===== src/rtl/led_spi_pkg.sv =====
// Shared constants and state encoding for the LED link SPI master.
package led_spi_pkg;

    localparam int IDX_BITS  = 16;
    localparam int INIT_BITS = 64;
    localparam int PIX_BITS  = 400;

    // Bit counter must hold the longest frame length.
    localparam int CNT_W = 9;

    // The index command word is the top slice of the init word.
    localparam int IDX_HI = INIT_BITS - 1;
    localparam int IDX_LO = INIT_BITS - IDX_BITS;

    typedef enum logic [1:0] {
        IDLE,
        SHIFT,
        DONE
    } state_t;

endpackage


===== src/rtl/spi_sclk_gen.sv =====
// SCLK generator: toggles sclk every HALF_PERIOD clks while enabled, flagging the edge about to happen.
// Ticks are combinational and coincide with the clk edge that flips sclk; disabling parks sclk low.
module spi_sclk_gen #(
    parameter int HALF_PERIOD = 2
) (
    input  logic clk,
    input  logic rst_n,
    input  logic en,
    output logic sclk,
    output logic rise_tick,
    output logic fall_tick
);

    localparam int CW = (HALF_PERIOD > 1) ? $clog2(HALF_PERIOD) : 1;

    logic [CW-1:0] hp_cnt;
    logic          tick;

    assign tick      = en && (hp_cnt == CW'(HALF_PERIOD - 1));
    assign rise_tick = tick && !sclk;
    assign fall_tick = tick && sclk;

    always_ff @(posedge clk) begin
        if (!rst_n) begin
            hp_cnt <= '0;
            sclk   <= 1'b0;
        end else if (!en) begin
            hp_cnt <= '0;
            sclk   <= 1'b0;
        end else if (tick) begin
            hp_cnt <= '0;
            sclk   <= ~sclk;
        end else begin
            hp_cnt <= hp_cnt + CW'(1);
        end
    end

endmodule


===== src/rtl/led_spi_master.sv =====
// Mode-0 SPI master: sends one 16/64/400-bit frame per start handshake and captures MISO into data_out.
// Frame takes 2*HALF_PERIOD*N clks after the latch edge; done holds until start drops.
module led_spi_master
    import led_spi_pkg::*;
#(
    parameter int HALF_PERIOD = 2
) (
    input  logic                 clk,
    input  logic                 rst_n,
    input  logic                 start,
    input  logic                 index,
    input  logic                 data,
    input  logic [INIT_BITS-1:0] init_in,
    input  logic [PIX_BITS-1:0]  data_in,
    input  logic                 miso,
    output logic                 sclk,
    output logic                 mosi,
    output logic [INIT_BITS-1:0] data_out,
    output logic                 done
);

    state_t              state, state_nxt;
    logic [PIX_BITS-1:0] sr;
    logic [CNT_W-1:0]    bit_cnt;
    logic                rise_tick, fall_tick;
    logic                load;

    spi_sclk_gen #(
        .HALF_PERIOD(HALF_PERIOD)
    ) u_sclk_gen (
        .clk      (clk),
        .rst_n    (rst_n),
        .en       (state == SHIFT),
        .sclk     (sclk),
        .rise_tick(rise_tick),
        .fall_tick(fall_tick)
    );

    always_comb begin
        state_nxt = state;
        load      = 1'b0;
        case (state)
            IDLE: begin
                if (start) begin
                    load      = 1'b1;
                    state_nxt = SHIFT;
                end
            end
            SHIFT: begin
                if (fall_tick && bit_cnt == CNT_W'(1)) begin
                    state_nxt = DONE;
                end
            end
            DONE: begin
                if (!start) begin
                    state_nxt = IDLE;
                end
            end
            default: state_nxt = IDLE;
        endcase
    end

    always_ff @(posedge clk) begin
        if (!rst_n) begin
            state <= IDLE;
        end else begin
            state <= state_nxt;
        end
    end

    // Shorter frames are left-justified so the next bit out is always the top bit.
    always_ff @(posedge clk) begin
        if (!rst_n) begin
            sr       <= '0;
            bit_cnt  <= '0;
            data_out <= '0;
        end else if (load) begin
            if (index) begin
                sr      <= {init_in[IDX_HI:IDX_LO], {(PIX_BITS - IDX_BITS){1'b0}}};
                bit_cnt <= CNT_W'(IDX_BITS);
            end else if (data) begin
                sr      <= data_in;
                bit_cnt <= CNT_W'(PIX_BITS);
            end else begin
                sr      <= {init_in, {(PIX_BITS - INIT_BITS){1'b0}}};
                bit_cnt <= CNT_W'(INIT_BITS);
            end
        end else if (state == SHIFT) begin
            if (rise_tick) begin
                data_out <= {data_out[INIT_BITS-2:0], miso};
            end
            if (fall_tick) begin
                sr      <= {sr[PIX_BITS-2:0], 1'b0};
                bit_cnt <= bit_cnt - CNT_W'(1);
            end
        end
    end

    assign mosi = sr[PIX_BITS-1];
    assign done = (state == DONE);

endmodule


===== config.mk =====
export PLATFORM = sky130hd
export DESIGN_NAME = led_spi_master
export DESIGN_NICKNAME = d
export VERILOG_FILES = /design/src/rtl/led_spi_pkg.sv /design/src/rtl/spi_sclk_gen.sv /design/src/rtl/led_spi_master.sv
export SDC_FILE = /design/constraint.sdc
export NUM_CORES = 1
export LEC_CHECK = 0
export ABC_AREA = 1
export ABC_CLOCK_PERIOD_IN_PS = 2700
export CAP_MARGIN = 20
export CORE_MARGIN = 4
export CORE_UTILIZATION = 45
export CTS_BUF_LIST = sky130_fd_sc_hd__clkbuf_8
export DETAILED_ROUTE_END_ITERATION = 10
export GPL_TIMING_DRIVEN = 0
export PLACE_DENSITY = 0.73
export SLEW_MARGIN = 20
export SYNTH_ARGS = -nofsm -noshare
export SYNTH_HDL_FRONTEND = slang
export SYNTH_HIERARCHICAL = 1
export SYNTH_SLANG_ARGS = --single-unit

===== constraint.sdc =====
create_clock -name clk -period 2.7 [get_ports clk]
set_input_delay 0.405 -clock clk [delete_from_list [all_inputs] [get_ports clk]]
set_output_delay 0.405 -clock clk [all_outputs]
set_load 0.02 [all_outputs]

==> summary.txt <==
CTS
  – CTS Hold Bufs: 0
  – Sink Count: 477
  – Max clock buf depth: 3
  – H-tree Lvls: 3
  – Num CTS Buffers: 81
  – Skew-Pair Late Insertion Delay: 0.66 ns
  – Clock transition at path regs: 0.06 ns
  – CTS root buffer: clkbuf_8
  – CTS tree: yes

Yosys
  – Simple-Gate Fraction of Synth Area: roughly a tenth
  – Register area share after synthesis: 47.9%
  – Mapped Area: approximately 20000 um2
  – Synthesized area per cell: 8.06 um2
  – Synth top area cells: dfxtp_1 (48%), a22oi_1 (13%), a21oi_1 (11%)
  – Yosys top cell area share: ~48%
  – Compound-Gate Fraction of Synth Area: 35.4%
  – Syn Nets: 2944
  – Post-synth top area cell: dfxtp_1
  – Mux cell area share after synthesis: 0%
  – Synthesis-stage register bit count: ~480
  – Main combinational cell family by area after synthesis: compound AO/OA/AOI/OAI gates
  – YS warnings: 6
  – Post-Synth XOR/XNOR Area: 0%
  – Mapped Cells: approximately 2500
  – Adder-Cell Fraction of Synth Area: 0.126%
  – Yosys cell types: 27

Placement
  – Worst slack, placed: -0.214 ns
  – I/O Buffers: roughly 540
  – Dpl hpwl: around 56000 um
  – Placer's final routability congestion estimate: between 0.9 and 1
  – Placed Cells: approximately 3600

STA
  – Worst setup margin: 0.188 ns
  – Final setup violation count: 0
  – Slew headroom: between 50% and 60%
  – Final period utilization: 93.0%
  – Worst-margin pin slew: just over 0.7 ns
  – Setup_tns: 0 ns
  – Fin Hold WS: roughly 0.38 ns
  – F_max: around 400 MHz
  – Slew Viols, Final: 0
  – Clock skew: 0.0290 ns
  – Clock period minus worst slack: between 2 and 3 ns
  – Final hold violation count: 0

Power
  – Pleak: a little over 10 nW
  – Worst vdd ir: around 0.43 mV
  – Final total power: 16.9 mW
  – P per Cell Area: between 600 and 700 nW/um2

GRT
  – Global-route wire length before repair: roughly 110000 um
  – GRT Overall Usage: between 20% and 30%
  – Initial antenna violation count: 28
  – Grt total ovfl: 0
  – Largest net degree at the start of global routing: 12
  – Vias in the first global route: about 20000

Route
  – # DRC: 0
  – Initial DRC count: 2199
  – Routed Wire Length: approximately 75000 um
  – Routed vias: 21500
  – First drt pass iteration count: 6
  – Vias per cell: 5.74
  – Final ANT Viol Nets: 0
  – Avg WL per Cell: between 20 and 25 um

Critical path
  – Startpoint Class: flop
  – CP peak stage delay: approximately 0.35 ns
  – CP endpoint kind: flop
  – WP data arrival: just over 3 ns
  – Data required, critical path: 3.27 ns
  – Critical Path, Cell by Cell: inv_2, nor2_4, buf_2, nand2_2, nor2_4, nand2_2, nand2_2, buf_2, clkbuf_1, o21ai_0, a21oi_1
  – Most common cell on crit path: nand2_2
  – Worst Path Buf+Inv: 4
  – Crit Path Category: flop to flop
  – Crit Path Max Fanout: 11
  – Crit-path leading delay family: buffers and inverters
  – Critical Path Slowest Stage Cell: dfxtp_1

Finish
  – Sequential Area: about 9500 um2
  – Syn-to-layout area delta: 39.1%
  – Commonest cells after routing, fill and taps aside: clkdlybuf4s50_1 (536), dfxtp_1 (477), a21oi_1 (425)
  – Final nets: between 3000 and 4000
  – Post-Layout Cell Count: between 3000 and 4000
  – Most common cell after layout, fill and taps aside: clkdlybuf4s50_1
  – Layout cells sized above 1: ~8%
  – Multi-input combinational cell area: ~9000 um2
  – Layout fillers: about 3800

Floorplan
  – Die width: 218 um
  – Die outline height: between 200 and 250 um
  – Initial Util: between 40 and 50%
  – Core Area: ~43000 um2
  – Die area: between 40000 and 50000 um2
  – FP Rows: 76
  – Boundary pin count: around 540

Hold path
  – Worst hold path class: primary input to flop

Job
  – Max-Cap Viols: 0

Status
  – Status: finished clean
[registers in the layout, indices dropped and copies added, names as in the netlist]
register           cells
u_sclk_gen/hp_cnt      1
sr                   400
state                  2
data_out              64
u_sclk_gen/sclk        1
bit_cnt                9
[path summary, 6_finish.rpt]
check	from	to	slack, ns	cells past startpoint
hold / removal	rst_n	u_sclk_gen/hp_cnt	0.38	3
setup reg to reg	state[0]	sr[183]	0.19	11
hold reg to reg	bit_cnt[3]	bit_cnt[3]	0.47	1
setup / recovery	state[0]	sr[183]	0.19	11
[per-layer routing]
layer / track usage, % / vias to the layer above / part of all wire (%)
met5: 0 / - / 0.25
met4: 11.5 / 28 / 3.5
met3: 8.63 / 190 / 8.8
met2: 48.6 / 946 / 47
met1: 36.6 / 10200 / 41
li1: - / 10200 / -
[stage by stage]
stage,utilization [%],instance area (um2)
global placement,59.9,26000
floorplan,-,19900
finish,63.8,27700
detailed placement,59.9,26000
CTS,63.7,27700
global route,63.8,27700
[cells in the mapped netlist, drive strengths merged]
cell type  count
a21oi        425
a22oi        335
buf          126
clkbuf       130
clkinv         1
dfxtp        477
ha             2
inv           74
nand2        218
nand3        143
nand4          2
nor2          48
nor3           1
o211ai         1
o21ai        438
o21bai        27
o22ai          1
or2           23
[power by group]
group | total [mW] | internal (mW) | switching [mW]
registers | 7.80 | 7.54 | 0.253
clock network | 6.55 | 3.55 | 3.00
logic | 2.59 | 1.25 | 1.33
[final cells by class]
class	count	share of cell area, %
Antenna cell	16	0.144
Tap cell	585	2.64
Clock buffer	104	5.16
Sequential cell	477	34.5
Timing Repair Buffer	536	19.4
Inverter	75	1.02
Clock inverter	42	0.754
Buffer	256	4.05
Multi-Input combinational cell	1664	32.4
[worst min-delay path: cells and delay by family]
kind / cells / cell delay [ns]
buffers and inverters: 1 / 0.42
AND/OR/NAND/NOR: 2 / 0.15
[logic make-up after synthesis]
group,after synthesis
AO/OA/AOI/OAI,1227
flip-flops,477
AND/OR/NAND/NOR,435
buffers and inverters,331
adder cells (fa/ha/maj),2
[what timing repair did]
action / 4_1_cts / 5_1_grt
buffers inserted: 0 / 0
setup endpoints to repair: 56 / 26
resized for setup: 1 / 19
endpoints found under the hold margin: 0 / 0
Power figures use the tool's default switching activity.
